File: config.mk
export PLATFORM = sky130hd
export DESIGN_NAME = uart_tx_arbiter
export DESIGN_NICKNAME = d
export VERILOG_FILES = /design/src/rtl/uart_tx_arbiter.sv
export SDC_FILE = /design/constraint.sdc
export NUM_CORES = 1
export LEC_CHECK = 0
export CORE_MARGIN = 5
export CORE_UTILIZATION = 47
export CTS_CLUSTER_DIAMETER = 100
export DETAILED_ROUTE_END_ITERATION = 10
export PLACE_DENSITY = 0.83
export SLEW_MARGIN = 20
export SYNTH_ARGS = -nofsm -noshare
export SYNTH_HDL_FRONTEND = slang
export SYNTH_SLANG_ARGS = --single-unit
File: constraint.sdc
create_clock -name clk -period 3.59 [get_ports clk]
set_input_delay 0.5385 -clock clk [delete_from_list [all_inputs] [get_ports clk]]
set_output_delay 0.5385 -clock clk [all_outputs]
set_load 0.01 [all_outputs]
File: src/rtl/uart_tx_arbiter.sv
// Round-robin arbiter sharing one uart_tx serializer between NUM_REQ byte producers.
// Optional LINE_LOCK_EN: holds the grant on one requester until it sends 0x0A or goes idle.
module uart_tx_arbiter #(
    parameter int NUM_REQ      = 2,
    parameter int ACK_TIMEOUT  = 4,
    parameter int LOCK_TIMEOUT = 65535
) (
    input  logic                 clk,
    input  logic                 rst,
    input  logic [NUM_REQ-1:0]   req_valid,
    input  logic [8*NUM_REQ-1:0] req_data,
    output logic [NUM_REQ-1:0]   req_ready,
    output logic [NUM_REQ-1:0]   grant,
    output logic                 busy,
    output logic                 err,
    output logic                 tx_we,
    output logic [7:0]           tx_din,
    input  logic                 tx_empty
);

    localparam int IW = $clog2(NUM_REQ);
    localparam int AW = $clog2(ACK_TIMEOUT + 1);
    localparam logic [NUM_REQ-1:0] ONE = NUM_REQ'(1);

    typedef enum logic [1:0] {IDLE, ISSUE, BUSY} state_t;

    state_t             state_q, state_d;
    logic [IW-1:0]      rr_q, rr_d;
    logic [AW-1:0]      ack_q, ack_d;
    logic [NUM_REQ-1:0] ready_d, grant_d;
    logic               busy_d, err_d, we_d;
    logic [7:0]         din_d;
    logic [NUM_REQ-1:0] elig;
    logic               found;
    logic [IW-1:0]      sel;

`ifdef LINE_LOCK_EN
    localparam int LW = $clog2(LOCK_TIMEOUT + 1);
    logic          lock_q, lock_d;
    logic [IW-1:0] lidx_q, lidx_d;
    logic [LW-1:0] lcnt_q, lcnt_d;

    assign elig = lock_q ? (req_valid & (ONE << lidx_q)) : req_valid;
`else
    assign elig = req_valid;
`endif

    // First eligible index searching upward from rr_q, wrapping.
    always_comb begin
        int j;
        found = 1'b0;
        sel   = '0;
        j     = 0;
        for (int i = 0; i < NUM_REQ; i++) begin
            j = int'(rr_q) + i;
            if (j >= NUM_REQ) j = j - NUM_REQ;
            if (!found && elig[IW'(j)]) begin
                found = 1'b1;
                sel   = IW'(j);
            end
        end
    end

    always_comb begin
        state_d = state_q;
        rr_d    = rr_q;
        ack_d   = ack_q;
        ready_d = '0;
        we_d    = 1'b0;
        grant_d = grant;
        busy_d  = busy;
        err_d   = err;
        din_d   = tx_din;
`ifdef LINE_LOCK_EN
        lock_d  = lock_q;
        lidx_d  = lidx_q;
        lcnt_d  = lcnt_q;
`endif
        case (state_q)
            IDLE: begin
`ifdef LINE_LOCK_EN
                if (lock_q && !req_valid[lidx_q]) begin
                    if (lcnt_q == LW'(LOCK_TIMEOUT - 1)) begin
                        lock_d = 1'b0;
                        lcnt_d = '0;
                    end else begin
                        lcnt_d = lcnt_q + 1'b1;
                    end
                end else begin
                    lcnt_d = '0;
                end
`endif
                if (tx_empty && found) begin
                    din_d   = req_data[8*int'(sel) +: 8];
                    we_d    = 1'b1;
                    ready_d = ONE << sel;
                    grant_d = ONE << sel;
                    busy_d  = 1'b1;
                    rr_d    = (int'(sel) == NUM_REQ - 1) ? '0 : sel + 1'b1;
                    ack_d   = '0;
                    state_d = ISSUE;
`ifdef LINE_LOCK_EN
                    lock_d  = (din_d != 8'h0A);
                    lidx_d  = sel;
                    lcnt_d  = '0;
`endif
                end
            end
            ISSUE: begin
                if (!tx_empty) begin
                    state_d = BUSY;
                end else if (ack_q == AW'(ACK_TIMEOUT - 1)) begin
                    // Serializer never took the byte; drop it and flag.
                    err_d   = 1'b1;
                    grant_d = '0;
                    busy_d  = 1'b0;
                    state_d = IDLE;
                end else begin
                    ack_d = ack_q + 1'b1;
                end
            end
            BUSY: begin
                if (tx_empty) begin
                    grant_d = '0;
                    busy_d  = 1'b0;
                    state_d = IDLE;
                end
            end
            default: state_d = IDLE;
        endcase
    end

    always_ff @(posedge clk) begin
        if (rst) begin
            state_q   <= IDLE;
            rr_q      <= '0;
            ack_q     <= '0;
            req_ready <= '0;
            grant     <= '0;
            busy      <= 1'b0;
            err       <= 1'b0;
            tx_we     <= 1'b0;
            tx_din    <= 8'h00;
`ifdef LINE_LOCK_EN
            lock_q    <= 1'b0;
            lidx_q    <= '0;
            lcnt_q    <= '0;
`endif
        end else begin
            state_q   <= state_d;
            rr_q      <= rr_d;
            ack_q     <= ack_d;
            req_ready <= ready_d;
            grant     <= grant_d;
            busy      <= busy_d;
            err       <= err_d;
            tx_we     <= we_d;
            tx_din    <= din_d;
`ifdef LINE_LOCK_EN
            lock_q    <= lock_d;
            lidx_q    <= lidx_d;
            lcnt_q    <= lcnt_d;
`endif
        end
    end

endmodule

==> results by group <==
STA
  • Tcrit/Tclk final: 0.588
  • Slew HR: 0.515
  • Hold_ws: 0.472 ns
  • RSZ-0062 raised after global routing: false
  • Clock skew: 0.00334 ns
  • Final hold vios: 0
  • Period minus WS final: 2.11 ns
  • Final Max Slew Viols: 0
  • Worst-margin pin slew: 0.726 ns
  • TNS Setup: 0 ns
  • Final setup vio count: 0
  • F_max: 474 MHz

Synthesis
  • Syn Nets: 141
  • Mapped Cells: 113
  • Unique cell type count in the Yosys netlist: 27
  • Synthesized cell area: 1010 um2
  • Number of synthesized register bits: 21
  • Sequential element share of the synthesized area: 0.416
  • Syn_area_per_cell: 8.94 um2
  • Syn. warnings: 0

Pwr
  • Power Total: 478 uW
  • Switching fraction of total power: 0.274
  • Power per cell area: 347 nW/um2
  • Flop pwr share: 0.535
  • Pleak: 0.506 nW
  • Max IR drop VDD: 0.271 mV
  • Clock power frac: 0.244
  • Comb pwr share: 0.221
  • NetSw: 131 uW
  • P_int: 347 uW

GRT
  • Number of global-route vias before repair: 862
  • First-pass GRT wire length: 3.86 mm
  • Total grt overflow: 0
  • Initial antenna violation count: 0
  • Largest net degree at the start of global routing: 21
  • Total track usage: 0.152

Clocking
  • CTS sink count: 21
  • # resized after CTS: 0
  • Depth of the CTS H-tree: 1
  • Clock Tree Root: clkbuf_4
  • Hold buffers post-CTS: 0
  • Clock transition at path regs: 0.12 ns
  • Number of buffers created by CTS: 3
  • CTS tree: yes
  • Post-CTS setup repair buffer count: 0
  • Clk Latency, worst-skew pair: 0.31 ns
  • Clock Path Buffers: 2

Die
  • Initial Util: 0.504
  • Die width: 56.4 um
  • Die height: 56.4 um
  • Core box area: 2000 um2
  • Die ar.: 3180 um2
  • Rows: 16
  • IO Pins: 36

Route
  • Routed WL: 2.31 mm
  • Final ANT Viol Nets: 0
  • DRC Markers: 0
  • Vias: 906
  • WL/cell: 13.5 um
  • Vias per inst: 5.30
  • 1st-pass router iterations: 4
  • Number of DRC markers in iteration 0: 10

Worst hold path
  • Hold_sp: ack_q[2]
  • Worst hold-check path type: reg2reg
  • Hold depth: 2

Worst setup path
  • Type of origin of the critical path: input pin
  • Largest fanout on the critical path: 14
  • CP Buf/Inv Count: 1
  • Worst Setup SP: req_valid[0]
  • Critical setup path kind: in2reg
  • Critical path arrival: 2.30 ns
  • Critical path cell sequence: clkdlybuf4s50_1, nand2_1, a2111oi_4, mux2i_1, nor2_1
  • Worst path depth: 5
  • Req. time, crit path: 3.78 ns
  • Slowest Stage Delay on Critical Path: 0.76 ns
  • Critical path's top delay family: buffers and inverters
  • Worst R2R Path Depth: 6
  • Reg2reg start: state_q[0]
  • CP endpoint kind: register
  • Worst path slowest cell: clkdlybuf4s50_1

Finish
  • Util after Layout: 0.688
  • Most frequent cells in the layout: clkdlybuf4s50_1, dfxtp_1, nand2_1, nor2_1, nand3_1
  • Final Net Count: 173
  • Layout cells sized above 1: 0.0833
  • Area occupied by multi-input gates: 544 um2
  • Antenna diodes: 0
  • Non-Filler Instances: 171
  • Commonest non-fill, non-tap cell in the layout: clkdlybuf4s50_1
  • Area grow syn2layout: 36.4%
  • FF+latch area: 420 um2
  • Filler cells: 177

Place
  • Dpl hpwl: 1.78 mm
  • Post-placement cell count: 167
  • RD Place Congestion: 0.673
  • Port bufs: 34

Run status
  • Status: completed

Job
  • # Max-Cap Violations: 0
[synthesized netlist by cell type, drive strengths merged]
cell type / n / area share
dfxtp: 21 / 0.42
nand2: 15 / 0.056
nor2: 15 / 0.056
nand3: 9 / 0.045
a311oi: 8 / 0.069
ha: 7 / 0.087
a21oi: 6 / 0.030
clkbuf: 5 / 0.019
inv: 3 / 0.011
or2: 3 / 0.019
buf: 2 / 0.015
mux2i: 2 / 0.020
o211ai: 2 / 0.015
or3b: 2 / 0.017
a2111oi: 1 / 0.027
a211oi: 1 / 0.0074
a31oi: 1 / 0.0062
and2: 1 / 0.0062
and3: 1 / 0.0074
mux2: 1 / 0.011
nand2b: 1 / 0.0062
nor2b: 1 / 0.0062
nor3: 1 / 0.0050
o2111ai: 1 / 0.0087
o21ba: 1 / 0.016
or4b: 1 / 0.0099
xnor2: 1 / 0.0087
[area by class of cell]
cell class / instances / area share
Sequential cell: 21 / 0.305
Tap cell: 27 / 0.0245
Clock inverter: 1 / 0.00363
Timing Repair Buffer: 34 / 0.247
Clock buffer: 3 / 0.0163
Multi-Input combinational cell: 82 / 0.395
Inverter: 3 / 0.00817
[power by group through the flow]
stage               combinational (mW)  clock [mW]  sequential, mW
global placement                 0.104           0           0.261
floorplan                       0.0533           0           0.263
detailed placement               0.106           0           0.261
global route                     0.116       0.134           0.258
finish                           0.106       0.117           0.256
CTS                              0.107       0.121           0.256
[worst paths after layout]
kind | to | slack, ns
max reg2reg | grant[0] | 1.72
min | ack_q[2] | 0.47
min reg2reg | ack_q[2] | 0.47
max | grant[0] | 1.48
[cells by family after synthesis]
| kind of cell | count (synthesis) | synth area share |
|---|---|---|
| adders and majority gates | 7 | 0.0867 |
| buffers and inverters | 10 | 0.0446 |
| muxes | 3 | 0.0310 |
| and+or+nand+nor | 50 | 0.233 |
| xor gates and xnor gates | 1 | 0.00868 |
| AOI/OAI and AO/OA | 21 | 0.180 |
| DFF | 21 | 0.416 |
[registers in the layout, summed over array words and instances, names as in the netlist]
| register | cells |
|---|---|
| busy | 1 |
| err | 1 |
| ack_q | 3 |
| tx_we | 1 |
| rr_q | 1 |
| state_q | 2 |
| tx_din | 8 |
| grant | 2 |
| req_ready | 2 |
[tightest hold or removal path, cell delays in order, from the launching register on]
cell,delay (ns)
dfxtp_1,0.33
nand2_1,0.06
a21oi_1,0.05
[stage by stage]
stage / setup WS [ns] / instance area [um2]
2_1_floorplan: 1.92 / 1010
3_3_place_gp: 1.16 / 1350
3_5_place_dp: 1.14 / 1350
4_1_cts: 1.48 / 1380
5_1_grt: 1.38 / 1380
6_report: 1.48 / 1380
[layer usage]
| layer | track usage | vias up | wire length, um |
|---|---|---|---|
| met2 | 0.262 | 20 | 1180 |
| met3 | 0.0390 | 5 | 104 |
| met5 | 0 | - | 0 |
| met1 | 0.175 | 422 | 982 |
| met4 | 0.0712 | 0 | 43 |
| li1 | - | 459 | - |
Power figures use the tool's default switching activity.
